File: config.mk
export PLATFORM = sky130hd
export DESIGN_NAME = frog_game_ctrl
export DESIGN_NICKNAME = d
export VERILOG_FILES = /design/src/rtl/frog_game_ctrl.sv
export SDC_FILE = /design/constraint.sdc
export NUM_CORES = 1
export LEC_CHECK = 0
export CAP_MARGIN = 0
export CORE_MARGIN = 2
export CORE_UTILIZATION = 35
export CTS_BUF_LIST = sky130_fd_sc_hd__clkbuf_8
export CTS_CLUSTER_DIAMETER = 200
export DETAILED_ROUTE_END_ITERATION = 6
export PLACE_DENSITY_LB_ADDON = 0.2
export SYNTH_ARGS = -nofsm -noshare
export SYNTH_HDL_FRONTEND = slang
export SYNTH_SLANG_ARGS = --single-unit
export TNS_END_PERCENT = 5
File: constraint.sdc
create_clock -name clk -period 3.7 [get_ports clk]
set_input_delay 0.555 -clock clk [delete_from_list [all_inputs] [get_ports clk]]
set_output_delay 0.555 -clock clk [all_outputs]
set_load 0.01 [all_outputs]
File: src/rtl/frog_game_ctrl.sv
// ============================================================================
// Module   : frog_game_ctrl
// Purpose  : Frogger game sequencer. Turns key presses into grid-bounded move
//            pulses, tracks the frog position against the lane obstacle map,
//            and manages kills, lives, score, respawn hold-off and game-over.
// Revision : 1.0 - initial release
// ============================================================================
`default_nettype none

module frog_game_ctrl #(
    parameter int ROWS        = 8,
    parameter int COLS        = 8,
    parameter int START_COL   = 3,
    parameter int LIVES       = 3,
    parameter int RESPAWN_CYC = 4,
    parameter int SCORE_W     = 4
) (
    input  logic                      clk,
    input  logic                      reset,
    input  logic                      key_u,
    input  logic                      key_d,
    input  logic                      key_l,
    input  logic                      key_r,
    input  logic [ROWS*COLS-1:0]      lane_obst,
    output logic                      U,
    output logic                      D,
    output logic                      L,
    output logic                      R,
    output logic                      kill,
    output logic [$clog2(ROWS)-1:0]   frog_row,
    output logic [$clog2(COLS)-1:0]   frog_col,
    output logic [2:0]                lives,
    output logic [SCORE_W-1:0]        score,
    output logic                      win,
    output logic                      game_over
);

    localparam int ROW_W = $clog2(ROWS);
    localparam int COL_W = $clog2(COLS);
    localparam int IDX_W = $clog2(ROWS * COLS);
    localparam int CNT_W = (RESPAWN_CYC > 1) ? $clog2(RESPAWN_CYC) : 1;

    localparam logic [ROW_W-1:0]   TOP_ROW   = ROW_W'(ROWS - 1);
    localparam logic [COL_W-1:0]   RIGHT_COL = COL_W'(COLS - 1);
    localparam logic [COL_W-1:0]   START_POS = COL_W'(START_COL);
    localparam logic [2:0]         LIVES_INIT = 3'(LIVES);
    localparam logic [CNT_W-1:0]   CNT_LOAD  = CNT_W'(RESPAWN_CYC - 1);
    localparam logic [SCORE_W-1:0] SCORE_MAX = {SCORE_W{1'b1}};

    typedef enum logic [1:0] {
        S_PLAY    = 2'd0,
        S_RESPAWN = 2'd1,
        S_OVER    = 2'd2
    } state_t;

    state_t             state;
    logic [3:0]         key_hist;      // {u, d, l, r} levels from the previous edge
    logic [CNT_W-1:0]   respawn_cnt;

    logic [3:0]         keys;
    logic [3:0]         press;
    logic               single_press;
    logic [IDX_W-1:0]   obst_idx;
    logic               obst_hit;
    logic               at_top;
    logic               at_right;

    // Rising-edge key detection; only a lone press counts as a command
    always_comb begin
        keys         = {key_u, key_d, key_l, key_r};
        press        = keys & ~key_hist;
        single_press = (press == 4'b1000) || (press == 4'b0100) ||
                       (press == 4'b0010) || (press == 4'b0001);
    end

    // Obstacle lookup at the frog's current cell and grid-edge flags
    always_comb begin
        obst_idx = IDX_W'(frog_row) * IDX_W'(COLS) + IDX_W'(frog_col);
        obst_hit = lane_obst[obst_idx];
        at_top   = (frog_row == TOP_ROW);
        at_right = (frog_col == RIGHT_COL);
    end

    // Game state machine with registered pulses and position/lives/score
    always_ff @(posedge clk) begin
        if (!reset) begin
            state       <= S_PLAY;
            key_hist    <= 4'b1111;
            respawn_cnt <= '0;
            U           <= 1'b0;
            D           <= 1'b0;
            L           <= 1'b0;
            R           <= 1'b0;
            kill        <= 1'b0;
            win         <= 1'b0;
            game_over   <= 1'b0;
            frog_row    <= '0;
            frog_col    <= START_POS;
            lives       <= LIVES_INIT;
            score       <= '0;
        end else begin
            // History always follows the keys, even while input is ignored
            key_hist <= keys;
            U        <= 1'b0;
            D        <= 1'b0;
            L        <= 1'b0;
            R        <= 1'b0;
            kill     <= 1'b0;
            win      <= 1'b0;

            case (state)
                S_PLAY: begin
                    if (obst_hit) begin
                        kill     <= 1'b1;
                        frog_row <= '0;
                        frog_col <= START_POS;
                        lives    <= lives - 3'd1;
                        if (lives == 3'd1) begin
                            state     <= S_OVER;
                            game_over <= 1'b1;
                        end else begin
                            state       <= S_RESPAWN;
                            respawn_cnt <= CNT_LOAD;
                        end
                    end else if (at_top) begin
                        kill        <= 1'b1;
                        win         <= 1'b1;
                        if (score != SCORE_MAX) begin
                            score <= score + 1'b1;
                        end
                        frog_row    <= '0;
                        frog_col    <= START_POS;
                        state       <= S_RESPAWN;
                        respawn_cnt <= CNT_LOAD;
                    end else if (single_press) begin
                        // Moves that would leave the grid are silently dropped
                        unique case (press)
                            4'b1000: if (!at_top) begin
                                U        <= 1'b1;
                                frog_row <= frog_row + 1'b1;
                            end
                            4'b0100: if (frog_row != '0) begin
                                D        <= 1'b1;
                                frog_row <= frog_row - 1'b1;
                            end
                            4'b0010: if (frog_col != '0) begin
                                L        <= 1'b1;
                                frog_col <= frog_col - 1'b1;
                            end
                            default: if (!at_right) begin
                                R        <= 1'b1;
                                frog_col <= frog_col + 1'b1;
                            end
                        endcase
                    end
                end

                S_RESPAWN: begin
                    if (respawn_cnt == '0) begin
                        state <= S_PLAY;
                    end else begin
                        respawn_cnt <= respawn_cnt - 1'b1;
                    end
                end

                S_OVER: begin
                    kill <= 1'b1;
                    if (single_press) begin
                        kill        <= 1'b0;
                        game_over   <= 1'b0;
                        lives       <= LIVES_INIT;
                        score       <= '0;
                        frog_row    <= '0;
                        frog_col    <= START_POS;
                        state       <= S_RESPAWN;
                        respawn_cnt <= CNT_LOAD;
                    end
                end

                default: begin
                    state <= S_PLAY;
                end
            endcase
        end
    end

endmodule

`default_nettype wire
==> results of run 1 <==
## metrics by stage
stage	power (uW)	utilization	hold WS [ns]	instance area (um2)	std cells
2_1_floorplan	781	-	0.459	2090	238
3_3_place_gp	992	0.515	0.473	3010	392
3_5_place_dp	1000	0.515	0.468	3010	392
4_1_cts	1250	0.527	0.492	3080	396
5_1_grt	1330	0.527	0.522	3080	396
6_report	1240	0.527	0.487	3080	396
## metal layers
layer,GRT usage,part of all wire
met1,0.225,0.44
met2,0.332,0.46
met3,0.0367,0.092
met4,0.0525,0.010
met5,0,0
## cell usage after synthesis (2+ instances only)
master    count
or4_1         2
clkbuf_1      5
nand3_1       6
a31oi_1       5
inv_1        12
o211ai_1      2
nor4_1        3
nand4_1       6
mux4_2        4
buf_6         2
and2_1        3
nand2b_1     13
fa_1          2
a31o_2        2
dfxtp_1      28
and3_1        3
nor3_1       11
mux2i_1      27
nor2_1       13
a21oi_1       9
ha_1          4
nor2b_1       6
a22oi_1       9
o21ai_0       5
buf_2         3
nor3_2        2
nand2_1      20
a32o_1        3
a21o_1        2
xnor2_1       4
## cell type report
cell class,count,share of cell area
well taps,75,0.0304
flip-flops and latches,28,0.182
multi-input cells,186,0.457
inverters,13,0.0158
repair buffers,90,0.291
clock buffers,3,0.0134
clock inverters,1,0.00974
## how the worst max path moves through the flow
stage                   from           to  slack [ns]  cells after the start
4_1_cts          frog_col[1]     score[3]        0.73                      7
3_5_place_dp     frog_col[1]     score[3]        0.75                      7
6_report         frog_col[1]     score[3]        0.76                      7
2_1_floorplan  lane_obst[62]     score[3]        1.39                      7
3_3_place_gp   lane_obst[55]  frog_row[2]        0.79                      8
5_1_grt          frog_col[1]  frog_row[0]        0.55                      7
## report_power, final
part           internal (uW)  leakage, uW  switching, uW  total [uW]
sequential               348     0.000228           65.8         413
clock                    145    0.0000357            100         245
combinational            284      0.00103            300         583
total                    776      0.00130            466        1240
## state kept, by name (all words and copies together) (netlist names), 2 cells and up
signal       count
frog_col         3
state            2
lives            3
respawn_cnt      2
frog_row         3
key_hist         4
score            4
## critical path, stage by stage, from the launching register on
cell and delay (ns):
dfxtp_2 0.93, mux4_2 0.58, and2_1 0.17, a211oi_2 0.27, o41ai_4 0.14, nor3_2 0.32, nor2_1 0.09, o311a_1 0.33
## kinds of logic after synthesis
kind of cell / share of synthesized area
XOR/XNOR: 0.0167
AO/OA/AOI/OAI: 0.212
multiplexers: 0.172
flip-flops: 0.268
AND/OR/NAND/NOR: 0.229
adder cells (fa/ha/maj): 0.0430
buffers and inverters: 0.0597
==> results by group, run 1 <==
Hold path
  • Hold path cells: 1
  • HP Start: game_over
  • Worst Hold Class: reg -> reg
  • Worst Hold End: game_over

STA
  • Setup TNS: 0 ns
  • Pins Over Slew Limit: 0
  • RSZ-0062 raised after global routing: false
  • Max-slew headroom: 0.405
  • Fin crit period: 2.94 ns
  • Fin crit share: 0.793
  • Least-Margin Pin Slew: 0.892 ns
  • Fmax: 0.341 GHz
  • Fin. Hold Viols: 0
  • Final Setup Violations: 0
  • Final worst setup slack: 0.764 ns
  • Final clock skew: 0.00306 ns

Clock tree
  • CTS root buf: clkbuf_8
  • Post-CTS Setup Bufs: 0
  • Post-cts repair resize count: 0
  • Total clock buffers created by CTS: 3
  • CTS Buffer Depth: 2
  • Post-CTS Hold Fix Bufs: 0
  • CTS Sinks: 28
  • CTS tree: yes
  • Clk_lat worst skew: 0.28 ns
  • Clock transition at the registers of the reported paths: 0.10 ns
  • H-tree levels: 1

Logic synthesis
  • Area contributors post-synth: dfxtp_1 27%, mux2i_1 13%, mux4_2 4.3%
  • Seq/Total Area, Yosys: 0.268
  • Synth Flop Type: dfxtp_1
  • Post-synth EDFFs: 0
  • Fraction of registers with async set or reset after synthesis: 0
  • Cell area after synthesis: 2090 um2
  • Flop and latch count out of synthesis: 28
  • Synth cell types: 52
  • Synth warnings: 0
  • Synth Area per Inst: 8.80 um2
  • Leading area contributor after synthesis: dfxtp_1
  • Post-Syn Instances: 238
  • Yosys top cell area share: 0.268
  • Syn nets: 314

Routing
  • First-pass DRT Iterations: 6
  • DRT antenna net count: 0
  • Avg WL per Cell: 15.9 um
  • DRC viols: 0
  • Routed vias: 2135
  • Final wirelength: 6290 um
  • Iter 0 DRT Violations: 74
  • Vias per inst: 5.39

Run
  • Maxcap violations: 0

Floorplan
  • Core Area: 5850 um2
  • # rows: 28
  • Starting Density: 0.358
  • Die area: 6620 um2
  • DIE WIDTH: 81.4 um
  • Die H: 81.4 um
  • IO Count: 90

Power and ir drop
  • Leakage: 0.00130 uW
  • Worst vdd ir: 0.283 mV
  • Pwr Density: 403 nW/um2

Layout
  • Ratio of cells with drive above 1 in the final layout: 0.0623
  • FF/Latch Area: 562 um2
  • Layout Nets: 398
  • Area growth syn-to-layout: 47.2%
  • Most frequent cells in the layout: 89 x clkdlybuf4s50_1, 27 x dfxtp_1, 27 x mux2i_1
  • Number of diodes: 0
  • Commonest non-fill, non-tap cell in the layout: clkdlybuf4s50_1
  • Fillers: 563
  • Multi-input gate area: 1410 um2

Global routing
  • Number of global-route vias before repair: 2062
  • Pin count of the biggest net entering global routing: 33
  • First-pass GRT wire length: 9720 um
  • Initial antenna violation count: 0
  • Gr ovfl total: 0
  • All-Layer GR Usage: 0.186

Worst setup path
  • R2R cell count: 7
  • Setup CP Type: reg -> reg
  • Flop2flop setup slack: 0.76 ns
  • CP max FO: 32
  • Worst flop-to-flop path startpoint: frog_col[1]
  • Reg2reg end: score[3]
  • Startpoint Class: flip-flop
  • Crit path DAT: 3.11 ns
  • Critical Path RT: 3.88 ns
  • CP endpoint kind: flip-flop

Placement
  • Buffers on Ports: 89
  • HPWL Detailed: 4970 um
  • Global placer's final weighted congestion: 0.859
  • Setup WS pre-CTS: 0.750 ns

Status
  • Status: complete, no violations
(Power assumes the default switching activity.)
==> run 2: changes to the inputs <==
==> constraint.sdc (replaced) <==
create_clock -name clk -period 2.87 [get_ports clk]
set_input_delay 0.4305 -clock clk [delete_from_list [all_inputs] [get_ports clk]]
set_output_delay 0.4305 -clock clk [all_outputs]
set_load 0.01 [all_outputs]
==> results by group, run 2 (synthesis gave the netlist of run 1 again) <==
Routing
  • M1 wire length: 2720 um (-1.7%)
  • First-pass DRT Iterations: 4 (-2)
  • DRT antenna net count: 0 (unchanged)
  • Avg WL per Cell: 15.8 um (-0.44%)
  • Vias per inst: 5.38 (-0.25%)
  • DRC viols: 0 (unchanged)
  • DR WL met2: 3000 um (+4.4%)
  • Routed vias: 2178 (+2.0%)
  • Highest Signal Layer: met4
  • Final wirelength: 6410 um (+1.8%)
  • Met3 wire length: 609 um (+4.8%)
  • Iter 0 DRT Violations: 64 (-14%)

Run
  • Maxcap violations: 0 (unchanged)

Clock tree
  • Total clock buffers created by CTS: 3 (unchanged)
  • Post-CTS Setup Bufs: 0 (unchanged)
  • CTS Buffer Depth: 2 (unchanged)
  • Clk_lat worst skew: 0.28 ns (about the same)
  • CTS Sinks: 28 (unchanged)
  • Clock transition at the registers of the reported paths: 0.11 ns (about the same)
  • CTS tree: yes
  • Post-CTS Hold Fix Bufs: 0 (unchanged)
  • CTS root buf: clkbuf_8
  • Post-cts repair resize count: 0 (unchanged)
  • H-tree levels: 1 (unchanged)

Worst setup path
  • CP endpoint kind: flip-flop
  • CP max FO: 9 (-72%)
  • Crit path max-delay cell type: o41ai_4
  • Startpoint Class: flip-flop
  • Critical Path RT: 3.08 ns (-0.80 ns)
  • Crit-path cells: buf_4 > and2_1 > a22oi_1 > a21oi_2 > o41ai_4 > nor3_2 > a2111oi_4 > mux2i_1
  • Flop2flop setup slack: 0.19 ns (-0.58 ns)
  • Crit path largest cell delay: 0.60 ns (-0.33 ns)
  • Reg2reg end: frog_row[1]
  • Crit path DAT: 2.90 ns (-0.21 ns)
  • Worst flop-to-flop path startpoint: frog_col[2]
  • Setup CP Type: reg -> reg
  • R2R cell count: 8 (+1)

STA
  • Final Setup Violations: 0 (unchanged)
  • Fmax: 0.373 GHz (+9.4%)
  • Pins Over Slew Limit: 0 (unchanged)
  • Fin crit period: 2.68 ns (-0.252 ns)
  • Fin crit share: 0.935 (+0.142)
  • Worst hold margin: 0.494 ns (+0.00693 ns)
  • Fin. Hold Viols: 0 (unchanged)
  • Least-Margin Pin Slew: 0.675 ns (-0.217 ns)
  • Final clock skew: 0.0152 ns (+0.0121 ns)
  • Max-slew headroom: 0.543 (+0.137)
  • RSZ-0062 raised after global routing: false
  • Setup TNS: 0 ns (unchanged)

Layout
  • Fin util: 0.541 (+0.0143)
  • Area growth syn-to-layout: 51.2%
  • Most frequent cells in the layout: 89 x clkdlybuf4s50_1, 27 x mux2i_1, 26 x dfxtp_1
  • Regs by FF count: key_hist x4, score x4
  • Ratio of cells with drive above 1 in the final layout: 0.0939 (+0.0316)
  • Layout Nets: 407 (+2.3%)
  • Number of diodes: 0 (unchanged)
  • Commonest non-fill, non-tap cell in the layout: clkdlybuf4s50_1

Global routing
  • All-Layer GR Usage: 0.192 (+0.00617)
  • Pin count of the biggest net entering global routing: 21 (-36%)
  • Gr ovfl total: 0 (unchanged)
  • Number of global-route vias before repair: 2178 (+5.6%)
  • First-pass GRT wire length: 10000 um (+3.3%)
  • Initial antenna violation count: 0 (unchanged)

Floorplan
  • Core Area: 5850 um2 (unchanged)
  • # rows: 28 (unchanged)
  • Die H: 81.4 um (unchanged)
  • DIE WIDTH: 81.4 um (unchanged)
  • Starting Density: 0.358 (unchanged)
  • IO Count: 90 (unchanged)
  • Die area: 6620 um2 (unchanged)

Placement
  • Buffers on Ports: 89 (unchanged)
  • Global placer's final weighted congestion: 0.833 (-3.1%)
  • HPWL Detailed: 5120 um (+3.0%)

Hold path
  • HP Start: game_over
  • Hold path cells: 1 (unchanged)
  • Worst Hold End: game_over
  • Worst Hold Class: reg -> reg

Power and ir drop
  • Power consumption: 1640 uW (+32%)
  • Pwr Density: 517 nW/um2 (+28%)
  • Worst vdd ir: 0.306 mV (+8.2%)
  • Leakage: 0.00135 uW (+3.9%)

Status
  • Status: complete, no violations
## run 2: metal layers
metal / vias to the layer above / track usage
li1: 1080 / -
met4: 0 / 0.0508
met1: 1010 / 0.232
met2: 82 / 0.348
met3: 6 / 0.0333
met5: - / 0
## run 2: stage by stage
step / instance area [um2] / setup WS [ns] / instances
final: 3170 / 0.186 / 405
after global placement: 3090 / 0.131 / 401
after global routing: 3170 / 0.00739 / 405
after detailed placement: 3090 / 0.0377 / 401
after floorplan: 2090 / 0.559 / 238
after CTS: 3160 / 0.150 / 405
## run 2: worst max path at each step
stage | startpoint | to | depth (start not counted)
after floorplan | frog_col[1] | score[3] | 8
after global placement | lane_obst[55] | frog_row[2] | 8
after detailed placement | lane_obst[53] | frog_row[1] | 8
after CTS | frog_col[0] | frog_row[1] | 7
after global routing | frog_col[1] | frog_row[2] | 8
final | frog_col[2] | frog_row[1] | 8
## run 2: final cells by class
cell class              instances  area, um2
repair buffers                 99        978
well taps                      75       93.8
clock inverters                 1       30.0
flip-flops and latches         28        563
clock buffers                   3       41.3
multi-input cells             186       1410
fillers                       561       2680
inverters                      13       48.8
## run 2: where the power goes
part	total [uW]	leakage, uW	internal (uW)	switching, uW
clock	317	0.0000357	187	130
combinational	797	0.00108	397	399
sequential	523	0.000228	448	75.0
total	1640	0.00135	1030	604
## run 2: worst max-delay path: cells and delay by family (launching register included)
| family | cells | cell delay, ns |
|---|---|---|
| buffers and inverters | 1 | 0.19 |
| muxes | 1 | 0.25 |
| AOI/OAI and AO/OA | 4 | 1.40 |
| DFF | 1 | 0.41 |
| and+or+nand+nor | 2 | 0.35 |
==> run 3: changes to the inputs <==
--- a/config.mk
+++ b/config.mk
@@ -11,6 +11,7 @@
 export CTS_BUF_LIST = sky130_fd_sc_hd__clkbuf_8
 export CTS_CLUSTER_DIAMETER = 200
 export DETAILED_ROUTE_END_ITERATION = 6
+export GPL_ROUTABILITY_DRIVEN = 0
 export PLACE_DENSITY_LB_ADDON = 0.2
 export SYNTH_ARGS = -nofsm -noshare
 export SYNTH_HDL_FRONTEND = slang
==> results of run 3 <==
Final layout, timing and power as in run 2 (identical DEF).
